### src/rtl/bg_fetcher.sv
// Background tile fetcher: walks map -> tile-lo -> tile-hi for one scanline and
// streams 2-bit colour indices out of a 16-entry pixel FIFO with valid/ready.
module bg_fetcher #(
  parameter int LINE_PIXELS = 160
) (
  input  logic        clock,
  input  logic        reset,
  input  logic        start,
  input  logic [7:0]  LY,
  input  logic [7:0]  SCX,
  input  logic [7:0]  SCY,
  input  logic        bg_map_sel,
  input  logic        tile_data_sel,
  output logic [12:0] ppu_addr,
  output logic        ppu_vram_read_en,
  output logic        ppu_read_mode,
  input  logic [7:0]  ppu_data_in,
  output logic [1:0]  pix_out,
  output logic        pix_valid,
  input  logic        pix_ready,
  output logic        line_done,
  output logic [2:0]  fsm_state,
  output logic [4:0]  fifo_level
);

  localparam logic [2:0] S_IDLE  = 3'd0;
  localparam logic [2:0] S_MAP_A = 3'd1;
  localparam logic [2:0] S_MAP_D = 3'd2;
  localparam logic [2:0] S_LO_A  = 3'd3;
  localparam logic [2:0] S_LO_D  = 3'd4;
  localparam logic [2:0] S_HI_A  = 3'd5;
  localparam logic [2:0] S_HI_D  = 3'd6;
  localparam logic [2:0] S_PUSH  = 3'd7;

  localparam int PXW = $clog2(LINE_PIXELS + 1);

  logic [2:0]     state;
  logic [7:0]     ly_q, scx_q, scy_q;
  logic           map_sel_q, data_sel_q;
  logic [4:0]     tile_x;
  logic [PXW-1:0] pixel_x;
  logic [2:0]     discard;
  logic [7:0]     tile_q, lo_q, hi_q;
  logic [1:0]     fifo_mem [16];
  logic [3:0]     rd_ptr, wr_ptr;
  logic [4:0]     count;

  logic [7:0]  row;
  logic [4:0]  map_col;
  logic [12:0] map_addr, tile_base, lo_addr, hi_addr;
  logic        active, drop, take, last, push, pop;

  // Valid/ready: a pixel moves when pix_valid and pix_ready are both high at a
  // rising edge; pix_out is held stable while pix_valid is high and not taken.
  assign active    = (state != S_IDLE);
  assign pix_valid = active && (discard == 3'd0) && (count != 5'd0);
  assign drop      = active && (discard != 3'd0) && (count != 5'd0);
  assign take      = pix_valid && pix_ready;
  assign last      = take && (pixel_x == PXW'(LINE_PIXELS - 1));
  assign push      = (state == S_PUSH) && (count <= 5'd8);
  assign pop       = drop || take;

  assign pix_out          = pix_valid ? fifo_mem[rd_ptr] : 2'b00;
  assign ppu_vram_read_en = active;
  assign ppu_read_mode    = active;
  assign fsm_state        = state;
  assign fifo_level       = count;

  assign row       = ly_q + scy_q;
  assign map_col   = tile_x + scx_q[7:3];
  assign map_addr  = (map_sel_q ? 13'h1C00 : 13'h1800) + {3'b000, row[7:3], 5'b00000}
                     + {8'h00, map_col};
  // Signed addressing: sign-extend tile*16 to 13 bits; the sum wraps inside VRAM.
  assign tile_base = data_sel_q ? {1'b0, tile_q, 4'b0000}
                                : 13'h1000 + {tile_q[7], tile_q, 4'b0000};
  assign lo_addr   = tile_base + {9'h000, row[2:0], 1'b0};
  assign hi_addr   = lo_addr + 13'd1;

  always_comb begin
    ppu_addr = 13'h0000;
    case (state)
      S_MAP_A, S_MAP_D: ppu_addr = map_addr;
      S_LO_A, S_LO_D:   ppu_addr = lo_addr;
      S_HI_A, S_HI_D:   ppu_addr = hi_addr;
      default:          ppu_addr = 13'h0000;
    endcase
  end

  always_ff @(posedge clock or negedge reset) begin
    if (!reset) begin
      state      <= S_IDLE;
      ly_q       <= 8'h00;
      scx_q      <= 8'h00;
      scy_q      <= 8'h00;
      map_sel_q  <= 1'b0;
      data_sel_q <= 1'b0;
      tile_x     <= 5'd0;
      pixel_x    <= '0;
      discard    <= 3'd0;
      tile_q     <= 8'h00;
      lo_q       <= 8'h00;
      hi_q       <= 8'h00;
      rd_ptr     <= 4'd0;
      wr_ptr     <= 4'd0;
      count      <= 5'd0;
      line_done  <= 1'b0;
    end else begin
      line_done <= last;
      if (state == S_IDLE) begin
        if (start) begin
          ly_q       <= LY;
          scx_q      <= SCX;
          scy_q      <= SCY;
          map_sel_q  <= bg_map_sel;
          data_sel_q <= tile_data_sel;
          tile_x     <= 5'd0;
          pixel_x    <= '0;
          discard    <= SCX[2:0];
          rd_ptr     <= 4'd0;
          wr_ptr     <= 4'd0;
          count      <= 5'd0;
          state      <= S_MAP_A;
        end
      end else if (last) begin
        state  <= S_IDLE;
        rd_ptr <= 4'd0;
        wr_ptr <= 4'd0;
        count  <= 5'd0;
      end else begin
        case (state)
          S_MAP_A: state <= S_MAP_D;
          S_MAP_D: begin
            tile_q <= ppu_data_in;
            state  <= S_LO_A;
          end
          S_LO_A: state <= S_LO_D;
          S_LO_D: begin
            lo_q  <= ppu_data_in;
            state <= S_HI_A;
          end
          S_HI_A: state <= S_HI_D;
          S_HI_D: begin
            hi_q  <= ppu_data_in;
            state <= S_PUSH;
          end
          S_PUSH: begin
            if (push) begin
              wr_ptr <= wr_ptr + 4'd8;
              tile_x <= tile_x + 5'd1;
              state  <= S_MAP_A;
            end
          end
          default: state <= S_IDLE;
        endcase
        if (pop)  rd_ptr  <= rd_ptr + 4'd1;
        if (drop) discard <= discard - 3'd1;
        if (take) pixel_x <= pixel_x + PXW'(1);
        count <= count + (push ? 5'd8 : 5'd0) - (pop ? 5'd1 : 5'd0);
      end
    end
  end

  // Pixel storage carries no reset; occupancy is tracked by count/pointers.
  always_ff @(posedge clock) begin
    if (push) begin
      for (int i = 0; i < 8; i++) begin
        fifo_mem[wr_ptr + 4'(i)] <= {hi_q[7-i], lo_q[7-i]};
      end
    end
  end

endmodule
### config.mk
export PLATFORM = sky130hd
export DESIGN_NAME = bg_fetcher
export DESIGN_NICKNAME = d
export VERILOG_FILES = /design/src/rtl/bg_fetcher.sv
export SDC_FILE = /design/constraint.sdc
export NUM_CORES = 1
export LEC_CHECK = 0
export CAP_MARGIN = 20
export CORE_UTILIZATION = 30
export CTS_BUF_LIST = sky130_fd_sc_hd__clkbuf_4
export DETAILED_ROUTE_END_ITERATION = 12
export GPL_TIMING_DRIVEN = 0
export PLACE_DENSITY = 0.55
export SLEW_MARGIN = 10
export SYNTH_ARGS = -nofsm -noshare
export SYNTH_HDL_FRONTEND = slang
export SYNTH_SLANG_ARGS = --single-unit
### constraint.sdc
create_clock -name clock -period 3.1 [get_ports clock]
set_input_delay 0.775 -clock clock [delete_from_list [all_inputs] [get_ports clock]]
set_output_delay 0.775 -clock clock [all_outputs]
set_load 0.02 [all_outputs]
==> flow_summary_export.csv <==
group,metric,value,unit
global_route,overflow,0,
placement,gp_congestion,0.8137,
sta,finalCritPeriodShare,104.3,%
sta,fmax,309.3,MHz
critical_path,cp_max_fo,2,
sta,relSlewSlack,53.45,%
critical_path,cp-startpoint,"scy_q[0]",
run_status,outcome,"finished with violations",
critical_path,worst-setup-path-type,"reg2out",
clocking,clk_pin_slew,0.17,ns
sta,post-route-min-period,3.233,ns
critical_path,path_buf_inv,2,
die,num_io_pins,65,
critical_path,crit_cells,9,
clocking,cts_max_level,3,
die,start_util,30.68,%
logic_synthesis,yosys_warnings,0,
routing,num_vias,4184,
finish,area_growth,23.02,%
sta,clock_skew,0.01705,ns
clocking,clk_latency,0.49,ns
logic_synthesis,synth_top_area_share,33.57,%
logic_synthesis,synthesis.area,0.005739,sq mm
routing,ant_nets,0,
routing,routed_via_density,4.963,
pwr,power.density,1051,mW/mm^2
logic_synthesis,synth_edf_count,32,
routing,avgRoutedWirePerCell,16.25,um
clocking,cts_made_buffers,9,
routing,first_iter_violations,162,
flow_run,maxCapViolations,0,
logic_synthesis,synthCells,511,
logic_synthesis,syn-num-nets,577,
die,die-area,0.01969,sq mm
sta,worstMarginPinSlew,0.6929,ns
finish,nNetsFinal,669,
logic_synthesis,yosysSeqAreaShare,50.32,%
clocking,cts_tree,"built",
critical_path,path_cells,"ha_2 > inv_2 > fa_2 > nor2b_2 > o21ai_2 > a21oi_2 > or4_1 > a32o_2 > buf_6",
global_route,antenna_found_initial,1,
sta,hold-worst-slack,0.1599,ns
global_route,grt_max_degree,55,
critical_path,crit_path_end_kind,"primary output",
finish,drive_above_1_share,26.32,%
sta,grt_setup_unrepaired,"true",
placement,hpwlAfterDp,10.12,mm
logic_synthesis,ys_ff_latch,109,
critical_path,reg2reg_depth,12,
min_path,hold_class,"in2async",
critical_path,start_kind,"flip-flop",
die,core_area,0.01871,sq mm
critical_path,critPathRequiredTime,2.32,ns
logic_synthesis,synth_area_per_cell,11.23,sq um
critical_path,cp.arrival,2.46,ns
finish,fill_cells,1810,
sta,hold_viol,0,
sta,tns,-0.1764,ns
placement,port_buffers,64,
logic_synthesis,ys.flop_type,"dfrtp_1",
routing,drt-total-wl,13.70,mm
die,floorplan.die.width,140.3,um
logic_synthesis,synth_cell_types,58,
routing,drt_first_pass_iters,5,
pwr,vdd_drop_max,625.7,uV
global_route,grt_usage,14.94,%
sta,slew_violations,0,
critical_path,max_stage_delay,0.42,ns
run_status,violations,"negative setup slack",
pwr,p_leak,2.899,nW
logic_synthesis,synth-async-reset-ratio,70.64,%
critical_path,slowest_stage,"dfrtp_1",
global_route,grt_pass1_wl,22.64,mm
routing,drc,0,
die,rows,50,
global_route,grt_pass1_vias,4397,
logic_synthesis,synth.largest_area_cell,"dfrtp_1",
critical_path,crit_family,"compound AO/OA/AOI/OAI gates",
clocking,hold_buffers,0,
die,die_height,140.3,um
clocking,clock-sinks,109,
logic_synthesis,synth_area_leaders,"dfrtp_1 (34%), edfxtp_1 (17%), mux2_2 (9.4%)",
clocking,clockBufferDepth,2,
sta,finalSetupViolCount,3,
critical_path,r2r-start,"fsm_state[1]",
finish,final_util,37.75,%
sta,setup_ws,-0.1331,ns
clocking,cts_root_buf,"clkbuf_4",
## state kept, by name, summed over array words and instances (netlist names)
signal	flops
data_sel_q	1
discard	3
fifo_level	5
fifo_mem	32
fsm_state	3
hi_q	8
line_done	1
lo_q	8
ly_q	8
map_sel_q	1
pixel_x	8
rd_ptr	4
scx_q	5
scy_q	8
tile_q	8
tile_x	5
wr_ptr	1
## logic make-up after synthesis
| group | count (synthesis) | share of synthesized area, % |
|---|---|---|
| xor+xnor | 12 | 1.831 |
| compound gates | 93 | 10.46 |
| flops | 109 | 50.32 |
| fa+ha+maj | 28 | 6.497 |
| mux | 61 | 13.87 |
| buf+inv | 40 | 3.139 |
| simple gates | 168 | 13.89 |
## cell type report
class,instances,area [sq um],share of cell area [%]
Sequential cell,109,2892,40.95
Multi-Input combinational cell,362,2771,39.25
Timing Repair Buffer,82,767.0,10.86
Tap cell,234,292.8,4.147
Buffer,20,136.4,1.932
Clock buffer,11,82.58,1.170
Inverter,19,78.83,1.116
Clock inverter,5,37.54,0.5316
Antenna cell,1,2.502,0.03544
## stage by stage
step,cells,power [mW],worst slack [ns],area [sq um]
2_1_floorplan,511,5.101,0.3010,5739
6_report,843,7.422,-0.1331,7061
3_5_place_dp,810,6.467,-0.3930,6698
5_1_grt,843,8.016,-0.2346,7061
4_1_cts,840,7.419,-0.2429,7038
3_3_place_gp,809,6.365,-1.504,6673
## power breakdown
part	total, mW	switching [mW]	leakage, nW	internal (mW)
sequential	2.49	0.442	1.22	2.05
combinational	4.25	2.21	1.61	2.04
clock	0.683	0.496	0.0651	0.187
total	7.42	3.15	2.90	4.27
## path summary, 6_finish.rpt
| kind | endpoint | slack, ns |
|---|---|---|
| worst max-delay path | ppu_addr[8] | -0.13 |
| worst min-delay path | scx_q[4] | 0.16 |
| worst max register to register | fifo_level[4] | 0.17 |
| worst min register to register | pixel_x[7] | 0.52 |
| max in group asynchronous | tile_q[4] | 2.35 |
| min in group clock | pixel_x[7] | 0.52 |
## Yosys cell counts (4+ instances only)
library cell	count
xor2_1	5
nand3_1	6
o21ai_0	29
ha_1	25
nand2_1	95
a31oi_1	6
buf_2	4
mux4_2	10
o22ai_1	4
nor2_1	23
mux2_2	48
and2_1	9
o211ai_1	4
nor3_1	5
a21oi_1	22
xnor2_1	7
inv_1	17
o31ai_1	4
clkbuf_1	13
edfxtp_1	32
a21o_1	4
dfrtp_1	77
## routing by layer
| layer | vias to the layer above | share of wire (%) | track usage (%) |
|---|---|---|---|
| met5 | - | 0 | 0 |
| met4 | 0 | 1.8 | 6.536 |
| met3 | 16 | 3.6 | 2.359 |
| met2 | 95 | 50 | 25.66 |
| met1 | 2063 | 45 | 18.56 |
| li1 | 2010 | - | - |
## worst reg2reg max path, stage by stage, from the launching register on
cell      delay (ns)
dfrtp_2         0.43
buf_4           0.14
ha_1            0.23
nand2_1         0.14
a211oi_4        0.45
inv_4           0.17
ha_1            0.32
inv_1           0.04
ha_1            0.30
a21oi_1         0.19
xor2_1          0.24
a21oi_1         0.10
o22ai_1         0.13
## cells in the final DEF (no fill, tap or decap), types with 4 or more instances in the layout
cell	Yosys	routed
mux4_2	10	10
nor2_1	23	20
clkbuf_2	0	4
buf_6	2	6
nand3_1	6	6
dlygate4sd2_1	0	4
and2_1	9	7
clkbuf_1	13	9
buf_4	2	25
a21oi_1	22	18
clkdlybuf4s50_1	0	46
ha_1	25	21
dfrtp_1	77	74
clkbuf_4	0	12
mux2_2	48	48
xnor2_1	7	7
inv_1	17	16
o22ai_1	4	4
a31oi_1	6	6
edfxtp_1	32	32
o21ai_1	1	5
nor3_1	5	4
xor2_1	5	5
o21ai_0	29	24
nand2_1	95	95
o211ai_1	4	4
a21o_1	4	4
## what timing repair did
action,CTS,global route
pin swaps,13,8
resized for setup,88,31
setup buffers,14,3
endpoints found under the setup margin,17,14
gates cloned,1,0
(Power assumes the default switching activity.)
